`src/rtl/hex_pb_pkg.sv`:
```
// Shared constants and helpers for the HEX/LED display + pushbutton Avalon-MM slave.
package hex_pb_pkg;

   localparam int unsigned DATA_W      = 32;
   localparam int unsigned ADDR_W      = 2;
   localparam int unsigned NUM_BUTTONS = 4;
   localparam int unsigned CNT_W       = 24;
   localparam int unsigned BYTES       = DATA_W / 8;

   localparam logic [ADDR_W-1:0] REG_DISPLAY = 2'd0;
   localparam logic [ADDR_W-1:0] REG_LEVEL   = 2'd1;
   localparam logic [ADDR_W-1:0] REG_EDGE    = 2'd2;
   localparam logic [ADDR_W-1:0] REG_MASK    = 2'd3;

   // Merge new data into old data on the enabled byte lanes only.
   function automatic logic [DATA_W-1:0] merge_bytes(input logic [DATA_W-1:0] old_data,
                                                     input logic [DATA_W-1:0] new_data,
                                                     input logic [BYTES-1:0]  be);
      logic [DATA_W-1:0] res;
      res = old_data;
      for (int i = 0; i < int'(BYTES); i++) begin
         if (be[i]) res[i*8 +: 8] = new_data[i*8 +: 8];
      end
      return res;
   endfunction

endpackage

```
`src/rtl/hex_pb_avalon_slave_pb_debounce.sv`:
```
// One pushbutton: 2-flop synchronizer, saturating stability counter and debounced
// active-high pressed state; press_c pulses on the edge where a press is accepted.
module pb_debounce
   import hex_pb_pkg::*;
#(
   parameter int unsigned DEBOUNCE_CYCLES = 500000
) (
   input  logic clk,
   input  logic rst_n,
   input  logic button_n,
   output logic pressed,
   output logic press_c
);

   localparam logic [CNT_W-1:0] LAST = CNT_W'(DEBOUNCE_CYCLES - 1);

   logic             sync1;
   logic             sync2;
   logic [CNT_W-1:0] cnt;
   logic             differ_c;
   logic             done_c;

   // sync2 is active-low, pressed is active-high, so equality means disagreement
   assign differ_c = (sync2 == pressed);
   assign done_c   = differ_c && (cnt == LAST);
   assign press_c  = done_c && !sync2;

   always_ff @(posedge clk or negedge rst_n) begin
      if (!rst_n) begin
         sync1   <= 1'b1;
         sync2   <= 1'b1;
         cnt     <= '0;
         pressed <= 1'b0;
      end else begin
         sync1 <= button_n;
         sync2 <= sync1;
         if (!differ_c) begin
            cnt <= '0;
         end else if (done_c) begin
            pressed <= !sync2;
            cnt     <= '0;
         end else if (cnt < LAST) begin
            cnt <= cnt + CNT_W'(1);
         end
      end
   end

endmodule

```
`src/rtl/hex_pb_avalon_slave.sv`:
```
// Avalon-MM slave: display word for the HEX/LED decoder plus debounced pushbuttons
// with level, sticky press-edge (W1C), mask and level interrupt.
module hex_pb_avalon_slave
   import hex_pb_pkg::*;
#(
   parameter int unsigned DEBOUNCE_CYCLES = 500000
) (
   input  logic                   clk_clk,
   input  logic                   reset_reset_n,
   input  logic [ADDR_W-1:0]      avs_address,
   input  logic                   avs_read,
   input  logic                   avs_write,
   input  logic [DATA_W-1:0]      avs_writedata,
   input  logic [BYTES-1:0]       avs_byteenable,
   output logic [DATA_W-1:0]      avs_readdata,
   output logic                   avs_readdatavalid,
   output logic                   irq,
   input  logic [NUM_BUTTONS-1:0] pushbutton_export,
   output logic [DATA_W-1:0]      to_hex_to_led_readdata
);

   logic [DATA_W-1:0]      display_q;
   logic [NUM_BUTTONS-1:0] level;
   logic [NUM_BUTTONS-1:0] press_c;
   logic [NUM_BUTTONS-1:0] edge_q;
   logic [NUM_BUTTONS-1:0] mask_q;
   logic [NUM_BUTTONS-1:0] clr_c;
   logic [DATA_W-1:0]      rd_mux_c;
   logic                   wr_lane0_c;

   for (genvar i = 0; i < int'(NUM_BUTTONS); i++) begin : g_pb
      pb_debounce #(
         .DEBOUNCE_CYCLES(DEBOUNCE_CYCLES)
      ) u_pb (
         .clk     (clk_clk),
         .rst_n   (reset_reset_n),
         .button_n(pushbutton_export[i]),
         .pressed (level[i]),
         .press_c (press_c[i])
      );
   end

   assign to_hex_to_led_readdata = display_q;
   assign wr_lane0_c = avs_write && avs_byteenable[0];
   assign clr_c = (wr_lane0_c && (avs_address == REG_EDGE)) ?
                  avs_writedata[NUM_BUTTONS-1:0] : '0;

   // Read mux sees pre-write register values, so a simultaneous read returns old data
   always_comb begin
      rd_mux_c = '0;
      case (avs_address)
         REG_DISPLAY: rd_mux_c = display_q;
         REG_LEVEL:   rd_mux_c = DATA_W'(level);
         REG_EDGE:    rd_mux_c = DATA_W'(edge_q);
         REG_MASK:    rd_mux_c = DATA_W'(mask_q);
      endcase
   end

   always_ff @(posedge clk_clk or negedge reset_reset_n) begin
      if (!reset_reset_n) begin
         display_q         <= '0;
         edge_q            <= '0;
         mask_q            <= '0;
         irq               <= 1'b0;
         avs_readdata      <= '0;
         avs_readdatavalid <= 1'b0;
      end else begin
         avs_readdatavalid <= avs_read;
         avs_readdata      <= avs_read ? rd_mux_c : '0;
         if (avs_write && (avs_address == REG_DISPLAY)) begin
            display_q <= merge_bytes(display_q, avs_writedata, avs_byteenable);
         end
         if (wr_lane0_c && (avs_address == REG_MASK)) begin
            mask_q <= avs_writedata[NUM_BUTTONS-1:0];
         end
         // A press accepted on the same edge as a clearing write wins
         edge_q <= (edge_q & ~clr_c) | press_c;
         irq    <= |(edge_q & mask_q);
      end
   end

endmodule
```
`config.mk`:
```
export PLATFORM = sky130hd
export DESIGN_NAME = hex_pb_avalon_slave
export DESIGN_NICKNAME = d
export VERILOG_FILES = /design/src/rtl/hex_pb_pkg.sv /design/src/rtl/hex_pb_avalon_slave_pb_debounce.sv /design/src/rtl/hex_pb_avalon_slave.sv
export SDC_FILE = /design/constraint.sdc
export NUM_CORES = 1
export LEC_CHECK = 0
export ABC_CLOCK_PERIOD_IN_PS = 5540
export CORE_MARGIN = 2
export CORE_UTILIZATION = 28
export DETAILED_ROUTE_END_ITERATION = 7
export GPL_ROUTABILITY_DRIVEN = 0
export PLACE_DENSITY = 0.45
export SYNTH_ARGS = -nofsm -noshare
export SYNTH_HDL_FRONTEND = slang
export SYNTH_SLANG_ARGS = --single-unit
export TNS_END_PERCENT = 20
```
`constraint.sdc`:
```
create_clock -name clk_clk -period 5.54 [get_ports clk_clk]
set_input_delay 0.831 -clock clk_clk [delete_from_list [all_inputs] [get_ports clk_clk]]
set_output_delay 0.831 -clock clk_clk [all_outputs]
set_load 0.05 [all_outputs]
```
Word-level counts from Yosys, hierarchy flattened. Cells that the tools add are included.

Register bits after elaboration: 182. Input port bits: 46. Output and inout bits: 66. Word-level logic and storage cells: 93.

Add/subtract/negate cells: 4. Magnitude comparators: 4. Equality and inequality tests: 15. Mux-type cells: 15. Bitwise gates (word level): 4. Reductions and logical operators: 26.

Operators by type and width (number): $mux 24 (12); $pmux 32 s4 (1); $add 24x1->24 const B (4); $eq 24x19->1 const B (4); $lt 24x19->1 const B (4); $mux 32 (1); $reduce_and 2->1 (8); $logic_and 1x1->1 (12); $ne 3x3->1 const B (4); $and 4x4->4 (2); $eq 1x1->1 (4); $eq 2x2->1 const B (2); $logic_not 1->1 (4); $mux 4 (1); $not 4->4 (1); $or 4x4->4 (1); $reduce_or 4->1 (1); $eq 2x1->1 const B (1); $logic_not 2->1 (1).

Longest topological paths before layout. Gate-level depths: netlist of the first run.

Depth in word-level cells: 6. Gate-level depth with buffers: 9. Mapped depth without buffers: 6.

By module. A second synthesis of the first run with hierarchy kept.

Cells, all modules: 741. Area, all modules: 8441.8 µm².

By module, submodules not included: pb_debounce (instances 4, cells an instance 140, area each 1427.6 µm², sequential area each 678.2 µm²); hex_pb_avalon_slave (instances 1, cells an instance 181, area each 2731.4 µm², sequential area each 1851.8 µm²).

Least setup slack after synthesis of the first run. No wires, ideal clock.

Path kind: reg2reg. Start: reg g_pb[0].u_pb.cnt[20]. End: reg g_pb[0].u_pb.cnt[17]. Setup time: 67 ps. Data arrival time: 2321 ps. Required time: 5473 ps. Slack: 3153 ps. Stages on the path, launching flop included: 7. Cells stage by stage: dfrtp_1 > or4_4 > or4_1 > a211o_1 > buf_6 > or4_1 > nand2_1.

Longest elaborated chain between the ends: 4.

RTL lines: from (decl) (line hex_pb_avalon_slave_pb_debounce.sv:19) `logic [CNT_W-1:0] cnt;`; from (signal assigned) (line hex_pb_avalon_slave_pb_debounce.sv:43) `cnt <= cnt + CNT_W'(1);`; branches (longest 4 deep; another with $lt 24x19->1).

Parallel ways; which one is timed is not known. A chain may end at the register's enable or synchronous reset.

Worst setup path after layout of the first run.
Start: reg g_pb[1].u_pb.cnt[12]. End: reg g_pb[1].u_pb.cnt[11].

Longest elaborated chain between the ends: 4.

RTL lines (line): from (decl) (hex_pb_avalon_slave_pb_debounce.sv:19); from (signal assigned) (hex_pb_avalon_slave_pb_debounce.sv:43); branches (longest 4 deep; another with $lt 24x19->1).

Parallel ways; which one is timed is not known.

==> results_dict.tcl, run 1 <==
set metrics [dict create \
    ys_warn_count 0 \
    fp.coreArea_mm2 0.0285 \
    yosys_register_bits 182 \
    finalSetupTns_ns 0 \
    fin_util 0.355 \
    synth.most_common_cell "dfrtp_1" \
    p_seq_frac 0.456 \
    die_h_um 174 \
    tritoncts "built" \
    slowest_delay_ns 0.62 \
    status "finished clean" \
    ir_drop_mv 0.203 \
    drt_iter0_markers 297 \
    synth_area_mm2 0.00806 \
    relSlewSlack 0.310 \
    slew_viol_final 0 \
    synth_area_leader_cell "dfrtp_1" \
    grt_pass1_wl_um 31600 \
    drive_above_1_share 0.113 \
    setup_viol 0 \
    fin_crit_ns 2.67 \
    overflow 0 \
    synth_nets 785 \
    grt_pass1_vias 5847 \
    netlist_instances 735 \
    holdCritPathClass "register to register" \
    grt_max_degree 107 \
    synth_commonest_cells "dfrtp_1, nand2_1, nor2_1" \
    vias_per_cell 4.76 \
    ys_top_cells_by_area "dfrtp_1, mux2_2, and3_1" \
    crit_start "g_pb[1].u_pb.cnt[12]" \
    routedWlPerCell_um 15.0 \
    drt_pass1_iterations 4 \
    clk_latency_ns 0.43 \
    initial_core_util 0.282 \
    synth_edf_count 0 \
    n_antenna_cell 0 \
    rsz0062_at_grt "no" \
    clkTransAtPathRegs_ns 0.08 \
    clock_power_share 0.366 \
    power.switching_mw 1.01 \
    postRouteAntennaNets 0 \
    worst-path-buf-inv 0 \
    p_sw_frac 0.310 \
    finalCritPeriodShare 0.482 \
    core.rowCount 62 \
    antenna_found_initial 0 \
    ys_seq_area_frac 0.567 \
    leakage_nw 4.23 \
    ys.flop_type "dfrtp_1" \
    crit_type "register to register" \
    numPortBuffers 111 \
    reg2reg_setup_slack_ns 2.87 \
    cp.arrival_ns 3.02 \
    maxCapViolCount 0 \
    internal_power_mw 2.24 \
    worstPathCellList "or4_1 > a21o_1 > o31a_1 > or4_1 > a21oi_1" \
    cts_root_buf "clkbuf_16" \
    critPathSlowestCell "or4_1" \
    yosysTopAreaCellShare 0.540 \
    min-delay-start "g_pb[1].u_pb.sync1" \
    clock_sinks 182 \
    cts_hold_buffers 0 \
    synth_cell_types 49 \
    avgSynthCellArea_um2 11.0 \
    fin_nets 890 \
    ctsResizeCount 0 \
    die_w_um 174 \
    cts_max_level 4 \
    synthToLayoutAreaGrowth_pct 25.8 \
    dp_hpwl_um 12900 \
    cpMostUsedCell "or4_1" \
    critPathRequiredTime_ns 5.89 \
    power_density_mw_per_mm2 320 \
    grt_use_total 0.129 \
    cts_buffers 17 \
    drc 0 \
    cts_buffer_depth 2 \
    critPathCaptureType "register" \
    pwr-share-comb 0.178 \
    max_freq_mhz 375 \
    cp_top_family "simple AND/OR/NAND/NOR gates" \
    pin_count 112 \
    vias 5894 \
    post-cts-setup-buffers 0 \
    fin_skew_ns 0.0211 \
    ys_async_sr_fraction 1.00 \
    wl_um 18500 \
    cp_max_fo 35 \
    final_hold_viol_count 0 \
    dieArea_mm2 0.0301 \
    worstReg2RegStart "g_pb[1].u_pb.cnt[12]" \
    critPathLaunchType "register" \
    tightestPinTransition_ns 1.04 \
]
## sequential cells by signal, summed over array words and instances, names as in the netlist
name	cells
mask_q	4
to_hex_to_led_readdata	32
avs_readdata	32
g_pb.u_pb.pressed	4
irq	1
g_pb.u_pb.sync1	4
avs_readdatavalid	1
g_pb.u_pb.cnt	96
edge_q	4
g_pb.u_pb.sync2	4
## path summary, 6_finish.rpt
check	end	cells past startpoint
max in group asynchronous	g_pb[3].u_pb.sync1	2
worst min register to register	g_pb[1].u_pb.sync2	0
worst max-delay path	g_pb[1].u_pb.cnt[11]	5
min in group asynchronous	avs_readdata[19]	1
worst min-delay path	g_pb[1].u_pb.sync2	0
worst max register to register	g_pb[1].u_pb.cnt[11]	5
## final cells by class
cell class                      count  area [um2]
Tap cell                          384         480
Sequential cell                   182        4560
Inverter                           11        41.3
Timing Repair Buffer              115        1140
Clock inverter                     14         138
Fill cell                        2956       18400
Multi-Input combinational cell    513        3330
Clock buffer                       18         439
## power groups by stage
| stage | sequential (mW) | clock (mW) | combinational [mW] |
|---|---|---|---|
| detailed placement | 1.51 | 0 | 0.587 |
| global route | 1.50 | 1.30 | 0.611 |
| floorplan | 1.73 | 0 | 0.113 |
| finish | 1.48 | 1.19 | 0.578 |
| global placement | 1.51 | 0 | 0.585 |
| CTS | 1.48 | 1.24 | 0.587 |
## cell families after synthesis
group	after synthesis	synth area share
adder cells (fa/ha/maj)	4	0.00621
multiplexers	46	0.0690
AND/OR/NAND/NOR	307	0.210
AO/OA/AOI/OAI	128	0.0978
buffers and inverters	40	0.0203
flip-flops	182	0.567
XOR/XNOR	28	0.0304
## cell usage in the layout (no fill, tap or decap), types with 5 or more instances in the layout
master,synthesis,final
nor4_1,12,12
mux2_2,36,36
or4_1,13,13
a31oi_1,5,5
nor2_1,46,46
clkdlybuf4s50_1,0,110
nand2_1,46,46
and2_1,21,21
nand3_1,27,27
o31ai_1,9,9
inv_1,11,11
nand4_1,27,27
a21oi_1,42,42
mux2i_1,6,6
xnor2_1,21,21
and3_1,45,45
a211o_1,6,6
or3_1,37,37
nor3_1,14,14
xor2_1,7,7
dfstp_2,8,8
a2111oi_0,8,8
dfrtp_1,174,174
o21ai_0,37,37
a211oi_1,6,6
clkbuf_16,0,17
## per-layer routing
metal	GRT usage	vias up	wire length, um
li1	-	2910	-
met1	0.178	2903	8950
met2	0.207	75	8850
met3	0.0268	6	601
met4	0.0354	0	133
met5	0	-	0
## per-stage QoR
stage | cells | hold slack (ns) | total power, mW | instance area, um2 | setup WS, ns
after detailed placement | 1205 | 0.348 | 2.10 | 9560 | 2.68
final | 1237 | 0.358 | 3.25 | 10100 | 2.87
after CTS | 1237 | 0.359 | 3.31 | 10100 | 2.85
after global routing | 1237 | 0.365 | 3.41 | 10100 | 2.66
after floorplan | 735 | 0.345 | 1.84 | 8060 | 3.15
after global placement | 1205 | 0.348 | 2.09 | 9560 | 2.72
Power figures use the tool's default switching activity.
==> run 2: changes to the inputs <==
--- a/config.mk
+++ b/config.mk
@@ -5,7 +5,7 @@
 export SDC_FILE = /design/constraint.sdc
 export NUM_CORES = 1
 export LEC_CHECK = 0
-export ABC_CLOCK_PERIOD_IN_PS = 5540
+export ABC_CLOCK_PERIOD_IN_PS = 2500
 export CORE_MARGIN = 2
 export CORE_UTILIZATION = 28
 export DETAILED_ROUTE_END_ITERATION = 7
==> constraint.sdc (replaced) <==
create_clock -name clk_clk -period 2.5 [get_ports clk_clk]
set_input_delay 0.375 -clock clk_clk [delete_from_list [all_inputs] [get_ports clk_clk]]
set_output_delay 0.375 -clock clk_clk [all_outputs]
set_load 0.05 [all_outputs]
==> run 2 against run 1 <==
Net effect:
- sequential power up 120%
- hold slack got worse by 0.0039 ns
- count of clock-buffer cells in the layout is the same
- maximum frequency up 9.5%
- flip-flop and latch count stayed put
- global-route usage up 0.073 points
- cell count up 2.3%
- combinational power grew 130%
- clock power rose by 130%
- design area increased by 3.2%
- routed wire length rose by 1.9%
- critical endpoint is now g_pb[0].u_pb.cnt[15]
==> results_dict.tcl, run 2 (same netlist as run 1, synthesis figures left out) <==
set metrics [dict create \
    synthToLayoutAreaGrowth_pct 29.9 \
    fin_nets 919 \
    critPathSlowestCell "or4_4" \
    regMostFlops "g_pb.u_pb.cnt" \
    overflow 0 \
    initial_core_util 0.282 \
    use_met3 0.0279 \
    wl_um 18900 \
    slowest_delay_ns 0.55 \
    internal_power_mw 5.23 \
    vias_per_cell 4.74 \
    grt_pass1_wl_um 31600 \
    use_met2 0.207 \
    cts_root_buf "clkbuf_16" \
    crit_type "register to register" \
    critPathRequiredTime_ns 2.86 \
    setup_ws_ns 0.0622 \
    clk_latency_ns 0.43 \
    hold_depth 1 \
    drt_pass1_iterations 4 \
    tritoncts "built" \
    cpMostUsedCell "or4_4" \
    vias 6004 \
    clkTransAtPathRegs_ns 0.07 \
    final_hold_viol_count 0 \
    die_h_um 174 \
    leakage_nw 4.42 \
    fp.coreArea_mm2 0.0285 \
    p_seq_frac 0.444 \
    fin_crit_ns 2.44 \
    power_density_mw_per_mm2 705 \
    ir_drop_mv 0.505 \
    clock_power_share 0.379 \
    stdcell_area_mm2 0.0105 \
    slew_viol_final 0 \
    grt_pass1_vias 5936 \
    reg2reg_depth 5 \
    worstPathCellList "or4_4 > or4_4 > a211o_4 > or4_4 > a21oi_2" \
    core.rowCount 62 \
    grt_max_degree 51 \
    drt_iter0_markers 244 \
    cts_buffer_depth 2 \
    cp_max_fo 6 \
    relSlewSlack 0.370 \
    fin_skew_ns 0.0135 \
    holdCritPathClass "input pin to register" \
    tightestPinTransition_ns 0.940 \
    dieArea_mm2 0.0301 \
    setup_viol 0 \
    power.switching_mw 2.15 \
    routedWlPerCell_um 14.9 \
    status "finished clean" \
    critPathLaunchType "register" \
    clock_sinks 182 \
    use_met1 0.177 \
    cts_buffers 17 \
    p_sw_frac 0.292 \
    grt_use_total 0.130 \
    layout_commonest_cell "dfrtp_1" \
    largest_reg_flops 96 \
    pin_count 112 \
    final_cell_mix "dfrtp_1, clkdlybuf4s50_1, nand2_1, nor2_1, and3_1" \
    dp_hpwl_um 13200 \
    drc 0 \
    dpl-instance-area_mm2 0.00982 \
    hold-worst-slack_ns 0.354 \
    cts_max_level 4 \
    max_freq_mhz 410 \
    maxCapViolCount 0 \
    top_usage_layer "met2" \
    numPortBuffers 111 \
    cp.arrival_ns 2.80 \
    antenna_found_initial 2 \
    dpl_worst_slack_ns -0.00723 \
    finalCritPeriodShare 0.975 \
    pwr-share-comb 0.178 \
    die_w_um 174 \
    power_mw 7.38 \
    postRouteAntennaNets 0 \
    drive_above_1_share 0.143 \
    critPathCaptureType "register" \
]
run 2: metal layers:
metal / up-vias / wire length (um)
li1: 2980 / -
met3: 18 / 650
met4: 2 / 280
met5: - / 13
met2: 84 / 8800
met1: 2920 / 9140
run 2: path summary, 6_finish.rpt:
kind / from / endpoint / slack (ns)
worst min-delay path: pushbutton_export[3] / g_pb[3].u_pb.sync1 / 0.35
worst max-delay path: g_pb[0].u_pb.cnt[20] / g_pb[0].u_pb.cnt[15] / 0.06
min in group asynchronous: reset_reset_n / to_hex_to_led_readdata[19] / 0.46
worst min register to register: g_pb[1].u_pb.sync1 / g_pb[1].u_pb.sync2 / 0.36
worst max register to register: g_pb[0].u_pb.cnt[20] / g_pb[0].u_pb.cnt[15] / 0.06
max in group asynchronous: reset_reset_n / g_pb[3].u_pb.sync1 / 1.36
run 2: power by group through the flow:
stage	Clock (mW)	Sequential (mW)	Combinational, mW
2_1_floorplan	0	3.84	0.249
3_3_place_gp	0	3.33	1.33
3_5_place_dp	0	3.33	1.33
4_1_cts	2.90	3.28	1.33
5_1_grt	3.00	3.31	1.38
6_report	2.79	3.27	1.31
run 2: final cells by class:
class	count	area, um2
Antenna cell	1	2.50
Clock inverter	13	169
Fill cell	2895	18100
Clock buffer	18	429
Sequential cell	182	4560
Tap cell	384	480
Inverter	11	41.3
Timing Repair Buffer	143	1420
Multi-Input combinational cell	514	3360
run 2: timing repair:
| action | CTS | global route |
|---|---|---|
| gates cloned | 0 | 1 |
| endpoints found under the setup margin | 1 | 5 |
| hold buffers | 1 | 0 |
| hold endpoints to repair | 47 | 0 |
| buffers inserted | 0 | 1 |
| pin swaps | 0 | 1 |
| gates resized for setup | 1 | 4 |
run 2: worst max-delay path, delay by kind of cell, from the launching register on:
| kind | cells | cell delay, ns |
|---|---|---|
| and+or+nand+nor | 3 | 1.53 |
| AOI/OAI and AO/OA | 2 | 0.46 |
| DFF | 1 | 0.38 |
run 2: stage by stage:
step / TNS (ns) / instances / utilization
2_1_floorplan: 0 / 735 / -
3_3_place_gp: 0 / 1231 / 0.344
3_5_place_dp: -0.00723 / 1231 / 0.344
4_1_cts: 0 / 1263 / 0.365
5_1_grt: -0.00655 / 1265 / 0.366
6_report: 0 / 1266 / 0.367
==> run 3: changes to the inputs <==
--- a/config.mk
+++ b/config.mk
@@ -7,10 +7,11 @@
 export LEC_CHECK = 0
 export ABC_CLOCK_PERIOD_IN_PS = 2500
 export CORE_MARGIN = 2
-export CORE_UTILIZATION = 28
+export CORE_UTILIZATION = 55
 export DETAILED_ROUTE_END_ITERATION = 7
 export GPL_ROUTABILITY_DRIVEN = 0
-export PLACE_DENSITY = 0.45
+export GPL_TIMING_DRIVEN = 0
+export PLACE_DENSITY = 0.79
 export SYNTH_ARGS = -nofsm -noshare
 export SYNTH_HDL_FRONTEND = slang
 export SYNTH_SLANG_ARGS = --single-unit
==> run 3 against run 2 <==
Net effect:
- the flow now finishes with violations (negative setup slack)
- sequential share of layout area up 1.5 points
- worst setup slack worse by 0.072 ns
- global-route usage up 11 points
- sequential power about the same
- critical path depth up 1
- critical endpoint is now g_pb[0].u_pb.cnt[17]
==> results_dict.tcl, run 3 (same netlist as run 1, synthesis figures left out) <==
set metrics [dict create \
    cts_root_buf "clkbuf_16" \
    cts_buffer_depth 2 \
    initial_core_util 0.559 \
    worstReg2RegStart "g_pb[0].u_pb.cnt[20]" \
    drc 0 \
    postRouteAntennaNets 0 \
    critPathRequiredTime_ns 2.86 \
    max_freq_mhz 399 \
    routedWlPerCell_um 17.2 \
    numPortBuffers 109 \
    cts_buffers 17 \
    tightestPinTransition_ns 0.850 \
    reg2reg_to "g_pb[0].u_pb.cnt[17]" \
    drive_above_1_share 0.140 \
    power.switching_mw 2.07 \
    clock_sinks 182 \
    layout_commonest_cell "dfrtp_1" \
    p_seq_frac 0.460 \
    path_depth 6 \
    fin_cells 1062 \
    cts_max_level 4 \
    vias 6375 \
    cp-endpoint "g_pb[0].u_pb.cnt[17]" \
    grt_pass1_vias 6307 \
    worst-path-buf-inv 1 \
    nFillCells 1011 \
    n_antenna_cell 0 \
    reg2reg_setup_slack_ns -0.009 \
    slowest_delay_ns 0.57 \
    final_cell_mix "dfrtp_1, clkdlybuf4s50_1, nor2_1" \
    dieArea_mm2 0.0156 \
    slew_viol_final 0 \
    maxCapViolCount 0 \
    dpl.cell_count 1029 \
    grt_pass1_wl_um 31000 \
    dp_hpwl_um 12900 \
    cp_max_fo 10 \
    die_w_um 125 \
    wl_um 18300 \
    grt_use_total 0.242 \
    grt_max_degree 100 \
    leakage_nw 4.31 \
    pwr-share-comb 0.181 \
    cp.arrival_ns 2.87 \
    critPathCaptureType "register" \
    fin_crit_ns 2.51 \
    die_h_um 125 \
    fp.coreArea_mm2 0.0144 \
    critPathLaunchType "register" \
    drt_pass1_iterations 6 \
    ir_drop_mv 0.606 \
    setup_viol 1 \
    worstPathCellList "or4_4 > or4_4 > a211o_1 > buf_6 > or4_1 > nand2_1" \
    rsz0062_at_grt "yes" \
    hold-worst-slack_ns 0.349 \
    drt_iter0_markers 458 \
    status "finished, violations left" \
    final_hold_viol_count 0 \
    power_density_mw_per_mm2 709 \
    cpMostUsedCell "or4_4" \
    clock_power_share 0.360 \
    relSlewSlack 0.430 \
    crit_type "register to register" \
    holdCritPathClass "input pin to register" \
    regMostFlops "g_pb.u_pb.cnt" \
    fin_skew_ns 0.00795 \
    clkTransAtPathRegs_ns 0.06 \
    reg2reg_depth 6 \
    synthToLayoutAreaGrowth_pct 25.6 \
    violations "negative setup slack" \
    critPathSlowestCell "or4_4" \
    antenna_found_initial 0 \
    setup_ws_ns -0.00936 \
    largest_reg_flops 96 \
    finalCritPeriodShare 1.00 \
    clk_latency_ns 0.43 \
    seq_area_mm2 0.00457 \
    tritoncts "built" \
    crit_start "g_pb[0].u_pb.cnt[20]" \
    pin_count 112 \
    core.rowCount 44 \
    internal_power_mw 5.11 \
    cp_top_family "simple AND/OR/NAND/NOR gates" \
    multi_input_area_mm2 0.00343 \
    overflow 0 \
    power_mw 7.17 \
    fin_nets 915 \
    p_sw_frac 0.288 \
    vias_per_cell 6.00 \
]
-- run 3: power by group through the flow --
| stage | registers (mW) | logic [mW] | clock network [mW] |
|---|---|---|---|
| detailed placement | 3.35 | 1.30 | 0 |
| floorplan | 3.84 | 0.249 | 0 |
| CTS | 3.29 | 1.31 | 2.63 |
| finish | 3.30 | 1.30 | 2.58 |
| global placement | 3.33 | 1.27 | 0 |
| global route | 3.32 | 1.35 | 2.76 |
-- run 3: how the worst min path moves through the flow --
| stage | depth (start not counted) | slack (ns) | end | startpoint |
|---|---|---|---|---|
| floorplan | 0 | 0.08 | avs_readdata[0] | reset_reset_n |
| CTS | 1 | 0.33 | g_pb[0].u_pb.sync1 | pushbutton_export[0] |
| finish | 1 | 0.35 | g_pb[2].u_pb.sync1 | pushbutton_export[2] |
| global route | 1 | 0.34 | g_pb[2].u_pb.sync1 | pushbutton_export[2] |
| global placement | 0 | 0.35 | g_pb[1].u_pb.sync2 | g_pb[1].u_pb.sync1 |
| detailed placement | 0 | 0.35 | g_pb[1].u_pb.sync2 | g_pb[1].u_pb.sync1 |
-- run 3: per-stage QoR --
| stage | worst slack (ns) | utilization | instance area [um2] | setup TNS, ns |
|---|---|---|---|---|
| floorplan | 0.113 | - | 8060 | 0 |
| global placement | -5.93 | 0.650 | 9380 | -1063.88 |
| detailed placement | -0.364 | 0.652 | 9410 | -8.38 |
| CTS | -0.0166 | 0.696 | 10000 | -0.0270 |
| global route | -0.0644 | 0.701 | 10100 | -0.241 |
| finish | -0.00936 | 0.701 | 10100 | -0.00936 |
-- run 3: metal layers --
layer  up-vias  wire (um)  track usage
li1       2964          -            -
met1      3163       7880        0.324
met2       218       9100        0.400
met3        30        939       0.0526
met4         0        342       0.0771
met5         -          0            0
-- run 3: what timing repair did --
action,in CTS,in global routing
setup buffers,0,1
cloned,0,0
hold endpoints to repair,4,0
gates resized for setup,11,18
hold buffers,1,0
endpoints found under the setup margin,58,69
pin swaps,1,2
-- run 3: cell type report --
| type | count | area share |
|---|---|---|
| Clock inverter | 11 | 0.00952 |
| Multi-Input combinational cell | 513 | 0.339 |
| Timing Repair Buffer | 112 | 0.113 |
| Buffer | 28 | 0.0126 |
| Tap cell | 184 | 0.0228 |
| Clock buffer | 21 | 0.0475 |
| Inverter | 11 | 0.00408 |
| Sequential cell | 182 | 0.451 |
